<file path="src/rtl/btb_set_assoc.sv">
// Set-associative BTB: one set per fetch block, each way holds one branch tagged with its in-block offset.
// Optional macro BTB_USEFUL_REPL_EN swaps round-robin victim choice for per-entry useful counters with aging.
module btb_set_assoc #(
  parameter int unsigned WAYS    = 4,
  parameter int unsigned SETS    = 16,
  parameter int unsigned TAG_W   = 8,
  parameter int unsigned U_CNT_W = 2,
  localparam int unsigned OFFS_W = 3
) (
  input  logic              clk,
  input  logic              rst,
  input  logic              IN_pcValid,
  input  logic [30:0]       IN_pc,
  output logic              OUT_branchFound,
  output logic [30:0]       OUT_branchDst,
  output logic [OFFS_W-1:0] OUT_branchSrcOffs,
  output logic              OUT_branchIsJump,
  output logic              OUT_branchIsCall,
  output logic              OUT_branchCompr,
  output logic              OUT_multipleBranches,
  // {valid, clean, src[31:0], dst[31:0], isJump, isCall, compressed}
  input  logic [68:0]       IN_btUpdate
);
  localparam int unsigned IDX_W = $clog2(SETS);
  localparam int unsigned WAY_W = $clog2(WAYS);

  if (WAYS < 2 || U_CNT_W == 0) begin : g_param_check
    $error("btb_set_assoc: WAYS must be >= 2 and U_CNT_W >= 1");
  end

  logic              upd_valid, upd_clean;
  logic [30:0]       upd_pc, upd_dst;
  logic [OFFS_W-1:0] u_off, pc_off;
  logic [IDX_W-1:0]  u_set, pc_set;
  logic [TAG_W-1:0]  u_tag, pc_tag;

  assign upd_valid = IN_btUpdate[68];
  assign upd_clean = IN_btUpdate[67];
  assign upd_pc    = IN_btUpdate[66:36];
  assign upd_dst   = IN_btUpdate[34:4];
  assign u_off     = upd_pc[OFFS_W-1:0];
  assign u_set     = upd_pc[OFFS_W +: IDX_W];
  assign u_tag     = upd_pc[OFFS_W+IDX_W +: TAG_W];
  assign pc_off    = IN_pc[OFFS_W-1:0];
  assign pc_set    = IN_pc[OFFS_W +: IDX_W];
  assign pc_tag    = IN_pc[OFFS_W+IDX_W +: TAG_W];

  logic unused_bits;
  assign unused_bits = ^{IN_pc[30:OFFS_W+IDX_W+TAG_W], upd_pc[30:OFFS_W+IDX_W+TAG_W],
                         IN_btUpdate[35], IN_btUpdate[3]};

  logic              e_valid [SETS][WAYS];
  logic [TAG_W-1:0]  e_tag   [SETS][WAYS];
  logic [OFFS_W-1:0] e_offs  [SETS][WAYS];
  logic [30:0]       e_dst   [SETS][WAYS];
  logic              e_jump  [SETS][WAYS];
  logic              e_call  [SETS][WAYS];
  logic              e_compr [SETS][WAYS];

  logic              lk_valid [WAYS];
  logic [TAG_W-1:0]  lk_tag   [WAYS];
  logic [OFFS_W-1:0] lk_offs  [WAYS];
  logic [30:0]       lk_dst   [WAYS];
  logic              lk_jump  [WAYS];
  logic              lk_call  [WAYS];
  logic              lk_compr [WAYS];
  logic [TAG_W-1:0]  lk_req_tag;
  logic [OFFS_W-1:0] lk_off;

  // Hit selection on the registered set snapshot: earliest branch at/after the fetch offset.
  logic              hit_found, hit_multi;
  logic [WAY_W-1:0]  hit_way;
  logic [OFFS_W-1:0] best_offs;

  always_comb begin
    hit_found = 1'b0;
    hit_multi = 1'b0;
    hit_way   = '0;
    best_offs = '0;
    for (int unsigned w = 0; w < WAYS; w++) begin
      if (lk_valid[w] && lk_tag[w] == lk_req_tag && lk_offs[w] >= lk_off) begin
        hit_multi = hit_found;
        if (!hit_found || lk_offs[w] < best_offs) begin
          hit_way   = WAY_W'(w);
          best_offs = lk_offs[w];
        end
        hit_found = 1'b1;
      end
    end
  end

  assign OUT_branchFound      = hit_found;
  assign OUT_branchDst        = lk_dst[hit_way];
  assign OUT_branchSrcOffs    = best_offs;
  assign OUT_multipleBranches = hit_multi;
  assign OUT_branchIsJump     = hit_found & lk_jump[hit_way];
  assign OUT_branchIsCall     = hit_found & lk_call[hit_way];
  assign OUT_branchCompr      = hit_found & lk_compr[hit_way];

  logic             match_found, free_found, evict;
  logic [WAY_W-1:0] match_way, free_way, victim_way, wr_way;

  always_comb begin
    match_found = 1'b0;
    match_way   = '0;
    free_found  = 1'b0;
    free_way    = '0;
    for (int unsigned w = 0; w < WAYS; w++) begin
      if (!match_found && e_valid[u_set][w] && e_tag[u_set][w] == u_tag && e_offs[u_set][w] == u_off) begin
        match_found = 1'b1;
        match_way   = WAY_W'(w);
      end
      if (!free_found && !e_valid[u_set][w]) begin
        free_found = 1'b1;
        free_way   = WAY_W'(w);
      end
    end
  end

  assign evict  = !match_found && !free_found;
  assign wr_way = match_found ? match_way : (free_found ? free_way : victim_way);

`ifdef BTB_USEFUL_REPL_EN
  logic [U_CNT_W-1:0] u_cnt [SETS][WAYS];
  logic [U_CNT_W-1:0] min_cnt;
  logic [IDX_W-1:0]   lk_set;

  always_comb begin
    victim_way = '0;
    min_cnt    = u_cnt[u_set][0];
    for (int unsigned w = 1; w < WAYS; w++) begin
      if (u_cnt[u_set][w] < min_cnt) begin
        victim_way = WAY_W'(w);
        min_cnt    = u_cnt[u_set][w];
      end
    end
  end

  // Aging only when the victim was still considered useful; the written way is then cleared.
  always_ff @(posedge clk) begin
    if (rst) begin
      lk_set <= '0;
      for (int unsigned s = 0; s < SETS; s++)
        for (int unsigned w = 0; w < WAYS; w++)
          u_cnt[s][w] <= '0;
    end else begin
      if (IN_pcValid) lk_set <= pc_set;
      if (upd_valid) begin
        if (!upd_clean) begin
          if (evict && min_cnt != '0)
            for (int unsigned w = 0; w < WAYS; w++)
              u_cnt[u_set][w] <= u_cnt[u_set][w] - 1'b1;
          u_cnt[u_set][wr_way] <= '0;
        end
      end else if (hit_found && u_cnt[lk_set][hit_way] != '1) begin
        u_cnt[lk_set][hit_way] <= u_cnt[lk_set][hit_way] + 1'b1;
      end
    end
  end
`else
  logic [WAY_W-1:0] rr_ptr [SETS];

  assign victim_way = rr_ptr[u_set];

  always_ff @(posedge clk) begin
    if (rst) begin
      for (int unsigned s = 0; s < SETS; s++) rr_ptr[s] <= '0;
    end else if (upd_valid && !upd_clean && evict) begin
      rr_ptr[u_set] <= rr_ptr[u_set] + 1'b1;
    end
  end
`endif

  always_ff @(posedge clk) begin
    if (rst) begin
      lk_req_tag <= '0;
      lk_off     <= '0;
      for (int unsigned w = 0; w < WAYS; w++) lk_valid[w] <= 1'b0;
      for (int unsigned s = 0; s < SETS; s++)
        for (int unsigned w = 0; w < WAYS; w++)
          e_valid[s][w] <= 1'b0;
    end else begin
      if (IN_pcValid) begin
        lk_req_tag <= pc_tag;
        lk_off     <= pc_off;
        for (int unsigned w = 0; w < WAYS; w++) begin
          lk_valid[w] <= e_valid[pc_set][w];
          lk_tag[w]   <= e_tag[pc_set][w];
          lk_offs[w]  <= e_offs[pc_set][w];
          lk_dst[w]   <= e_dst[pc_set][w];
          lk_jump[w]  <= e_jump[pc_set][w];
          lk_call[w]  <= e_call[pc_set][w];
          lk_compr[w] <= e_compr[pc_set][w];
        end
      end
      if (upd_valid) begin
        if (upd_clean) begin
          if (match_found) e_valid[u_set][match_way] <= 1'b0;
        end else begin
          e_valid[u_set][wr_way] <= 1'b1;
          e_tag[u_set][wr_way]   <= u_tag;
          e_offs[u_set][wr_way]  <= u_off;
          e_dst[u_set][wr_way]   <= upd_dst;
          e_jump[u_set][wr_way]  <= IN_btUpdate[2];
          e_call[u_set][wr_way]  <= IN_btUpdate[1];
          e_compr[u_set][wr_way] <= IN_btUpdate[0];
        end
      end
    end
  end

endmodule
</file>
<file path="config.mk">
export PLATFORM = sky130hd
export DESIGN_NAME = btb_set_assoc
export DESIGN_NICKNAME = d
export VERILOG_FILES = /design/src/rtl/btb_set_assoc.sv
export SDC_FILE = /design/constraint.sdc
export NUM_CORES = 2
export LEC_CHECK = 0
export BUFFER_PORTS_ARGS = -buffer_cell sky130_fd_sc_hd__buf_2
export CORE_ASPECT_RATIO = 1.5
export CORE_MARGIN = 8
export CORE_UTILIZATION = 30
export CTS_CLUSTER_SIZE = 40
export DETAILED_ROUTE_END_ITERATION = 16
export PLACE_DENSITY_LB_ADDON = 0.15
export SETUP_SLACK_MARGIN = 0.2
export SLEW_MARGIN = 40
export SYNTH_ARGS = -nofsm -noshare
export SYNTH_HDL_FRONTEND = slang
export SYNTH_SLANG_ARGS = --single-unit
</file>
<file path="constraint.sdc">
create_clock -name clk -period 21.7 [get_ports clk]
set_clock_uncertainty 0.2 [all_clocks]
set_input_delay 2.17 -clock clk [delete_from_list [all_inputs] [get_ports clk]]
set_output_delay 2.17 -clock clk [all_outputs]
set_load 0.01 [all_outputs]
</file>
==> qor_table.md <==
| Result | Reported |
|:---|:---|
| Result of the run | complete, no violations |
| Number of iterations in the first detailed-routing pass | 5 |
| Transition time of the tightest slew-check pin | 0.919 ns |
| Critical Path End Type | output pin |
| Most common library cell in the layout ignoring fill and taps | sky130_fd_sc_hd__edfxtp_1 |
| Max Clock Freq | 87.6 MHz |
| Final Max Slew Viols | 0 |
| Critical register-to-register path startpoint | e_tag[11][26] |
| Area share of the largest cell type after synthesis | 0.736 |
| PD cells | 87.7 mW/mm² |
| Initial antenna violation count | 23 |
| Total DRC errors in the routed layout | 0 |
| DR WL met3 | 15000 µm |
| Synth area leader | sky130_fd_sc_hd__edfxtp_1 |
| CTS H-tree depth | 5 |
| Via density per instance | 5.20 |
| Global-route wire length before repair | 565000 µm |
| Clock insertion delay at the later pin of the skew report | 0.93 ns |
| Number of top-level design ports | 142 |
| Pre-CTS WS | 11.23 ns |
| Detailed-route via count | 62600 |
| Half-perimeter wire length after placement | 237000 µm |
| RePlAce Congestion | 0.802 |
| Fraction of the cycle the final worst path needs | 0.526 |
| Clock sink count | 3171 |
| Clock root buffer | sky130_fd_sc_hd__clkbuf_16 |
| Total wirelength of the detailed-routed design | 411000 µm |
| Uppermost layer routed | met5 |
| CP max FO | 36 |
| Finish-stage setup viols | 0 |
| Number of fill cells | 39700 |
| Path category of the worst min-delay check | flop to flop |
| Number of core rows | 295 |
| Critical R2R Capture | e_dst[5][52] |
| End of the critical path | OUT_branchIsJump |
| Hold buffer count at CTS | 0 |
| Starting Density | 0.300 |
| Slowest CP cell | sky130_fd_sc_hd__a311oi_4 |
| Total overflow reported by the global router | 0 |
| Cells taking the most area after synthesis | sky130_fd_sc_hd__edfxtp_1 74%, sky130_fd_sc_hd__mux4_2 19%, sky130_fd_sc_hd__mux2i_1 1.4% |
| Met1 Wirelength | 159000 µm |
| Pin count of the biggest net entering global routing | 92 |
| Unique cell type count in the Yosys netlist | 80 |
| RSZ-0062 raised after global routing | false |
| EDFF count, synth | 3160 |
| Crit-path max cell delay | 0.76 ns |
| Post-synth net total | 5912 |
| Async SR Flop Fraction | 0 |
| TritonCTS clock tree | built |
| Syn Area/Cell | 22.3 µm² |
| R2R cell count | 11 |
| Vias in the first global route | 67600 |
| Hold Vio Cnt, Final | 0 |
| Data required time at the worst endpoint | 19.33 ns |
| Setup slack of the most critical reg-to-reg path | 16.23 ns |
| Synthesis-to-layout area growth | 15.3% |
| Setup total negative slack | 0 ns |
| Vertical die dimension | 819 µm |
| Most used flip-flop cell after synthesis | sky130_fd_sc_hd__edfxtp_1 |
| Max rail drop VDD | 0.0000671 V |
| Total of flip-flops plus latches after synthesis | 3171 |
| Leakage power summed over all cells | 46.0 nW |
| Area of the mapped netlist | 0.129 mm² |
| Minimum period implied by the final worst setup slack | 11.42 ns |
| Number of clock buffers inserted by TritonCTS | 327 |
| Iteration-0 DRC Markers | 5306 |
| Floorplan die area | 0.451 mm² |
| Number of port buffers | 107 |
| Most used cells in the layout excluding fill and tap cells | 3160 x sky130_fd_sc_hd__edfxtp_1, 1072 x sky130_fd_sc_hd__mux4_2, 330 x sky130_fd_sc_hd__clkbuf_16 |
| Chip Width | 551 µm |
| Setup Fix Bufs, Post-CTS | 0 |
| CP Data Arrival Time | 9.05 ns |
| Most used cell along the critical path | sky130_fd_sc_hd__a21o_1 |
| Post-DR wirelength/cell | 34.1 µm |
| Total of warnings raised by yosys | 0 |
| Number of nets in the finished design | 6254 |
| CP startpoint kind | flop |
| Resize count post-CTS | 0 |
| Number of max-capacitance violations reported | 0 |
| Syn Inst Count | 5791 |
| Worst slew margin relative to its limit | 0.385 |
| Share of synthesized area occupied by flip-flops and latches | 0.738 |
| Kind of critical path | flop to output pin |
| Met2 layer wire length in the routed design | 221000 µm |
| Post-DRT Antenna Nets | 0 |
| Clock Path Buffers | 4 |
| Startpoint of the lowest-slack hold path | lk_off[2] |
| Area of the core | 0.429 mm² |
| Global-route total usage across every layer | 0.179 |
| Smallest setup slack after layout | 10.28 ns |
| CP startpoint | lk_req_tag[4] |
| CTS clk-pin slew, worst paths | 0.06 ns |
| Ratio of cells with drive above 1 in the final layout | 0.317 |
-- metrics by stage --
stage	power, W	hold slack (ns)	std cells	util	cell area, µm²
detailed placement	0.00768	0.299	11400	0.322	138000
global placement	0.00767	0.273	11400	0.320	137000
global route	0.0134	0.356	12100	0.346	149000
finish	0.0130	0.310	12100	0.346	149000
floorplan	0.00734	0.260	5791	-	129000
CTS	0.0132	0.312	12000	0.346	148000
-- layout make-up --
cell class	count	area, µm²	area share
well taps	5643	7060	0.0475
clock buffers	408	8550	0.0575
repair buffers	379	3440	0.0231
diodes	27	67.6	0.000454
inverters	25	106	0.000715
multi-input cells	2229	32800	0.220
flip-flops and latches	3171	95100	0.640
clock inverters	175	1590	0.0107
-- report_power, final --
part / internal (W) / switching (W) / total, W
Sequential: 0.00678 / 0.0000179 / 0.00680
Combinational: 0.000285 / 0.000452 / 0.000738
Clock: 0.00310 / 0.00241 / 0.00551
Total: 0.0102 / 0.00288 / 0.0130
-- logic make-up (layout without fill, tap and decap cells) --
logic type,Yosys count,after routing,share of synthesized area
buf+inv,391,987,0.0134
other cells,0,27,0
compound gates,386,386,0.0215
mux,1268,1268,0.203
xor+xnor,70,70,0.00476
simple gates,487,487,0.0178
fa+ha+maj,18,18,0.00175
flops,3171,3171,0.738
-- worst min path at each step --
stage                end  slack [ns]  cells past startpoint
6_report       lk_off[2]        0.31                      2
5_1_grt        lk_off[2]        0.36                      2
4_1_cts        lk_off[2]        0.31                      2
3_5_place_dp   lk_off[2]        0.30                      2
3_3_place_gp   lk_off[2]        0.27                      2
2_1_floorplan  lk_off[1]        0.26                      2
-- flip-flops by register name (all words and copies together), names as in the netlist --
signal and flops:
e_call 64, e_compr 64, e_dst 1984, e_jump 64, e_offs 192, e_tag 512
e_valid 64, lk_call 4, lk_compr 4, lk_dst 124, lk_jump 4, lk_off 3
lk_offs 12, lk_req_tag 8, lk_tag 32, lk_valid 4, rr_ptr 32
-- cells in the mapped netlist, types with 13 or more instances --
master,count
sky130_fd_sc_hd__nor2_1,210
sky130_fd_sc_hd__nor2b_1,45
sky130_fd_sc_hd__buf_4,18
sky130_fd_sc_hd__xnor2_1,58
sky130_fd_sc_hd__nand3_1,15
sky130_fd_sc_hd__nand2b_1,16
sky130_fd_sc_hd__a211oi_1,68
sky130_fd_sc_hd__mux2_2,13
sky130_fd_sc_hd__clkbuf_1,217
sky130_fd_sc_hd__inv_1,18
sky130_fd_sc_hd__nor3_1,55
sky130_fd_sc_hd__buf_2,41
sky130_fd_sc_hd__a22oi_1,25
sky130_fd_sc_hd__mux2i_1,179
sky130_fd_sc_hd__o21ai_0,25
sky130_fd_sc_hd__edfxtp_1,3160
sky130_fd_sc_hd__a21oi_1,57
sky130_fd_sc_hd__a21o_1,119
sky130_fd_sc_hd__ha_1,18
sky130_fd_sc_hd__mux4_2,1072
sky130_fd_sc_hd__nand2_1,75
sky130_fd_sc_hd__buf_1,73
-- routing by layer --
metal	vias up	GRT usage
met1	35000	0.214
met5	-	0
met4	16	0.0630
met2	1566	0.331
li1	25500	-
met3	546	0.0204
-- critical path, delay by kind of cell (launching register included) --
kind,cells,cell delay (ns)
buffers and inverters,3,0.99
muxes,2,0.50
DFF,1,0.58
and+or+nand+nor,8,2.23
adders and majority gates,3,0.91
AOI/OAI and AO/OA,9,2.61
xor gates and xnor gates,1,0.20
Power figures use the tool's default switching activity.
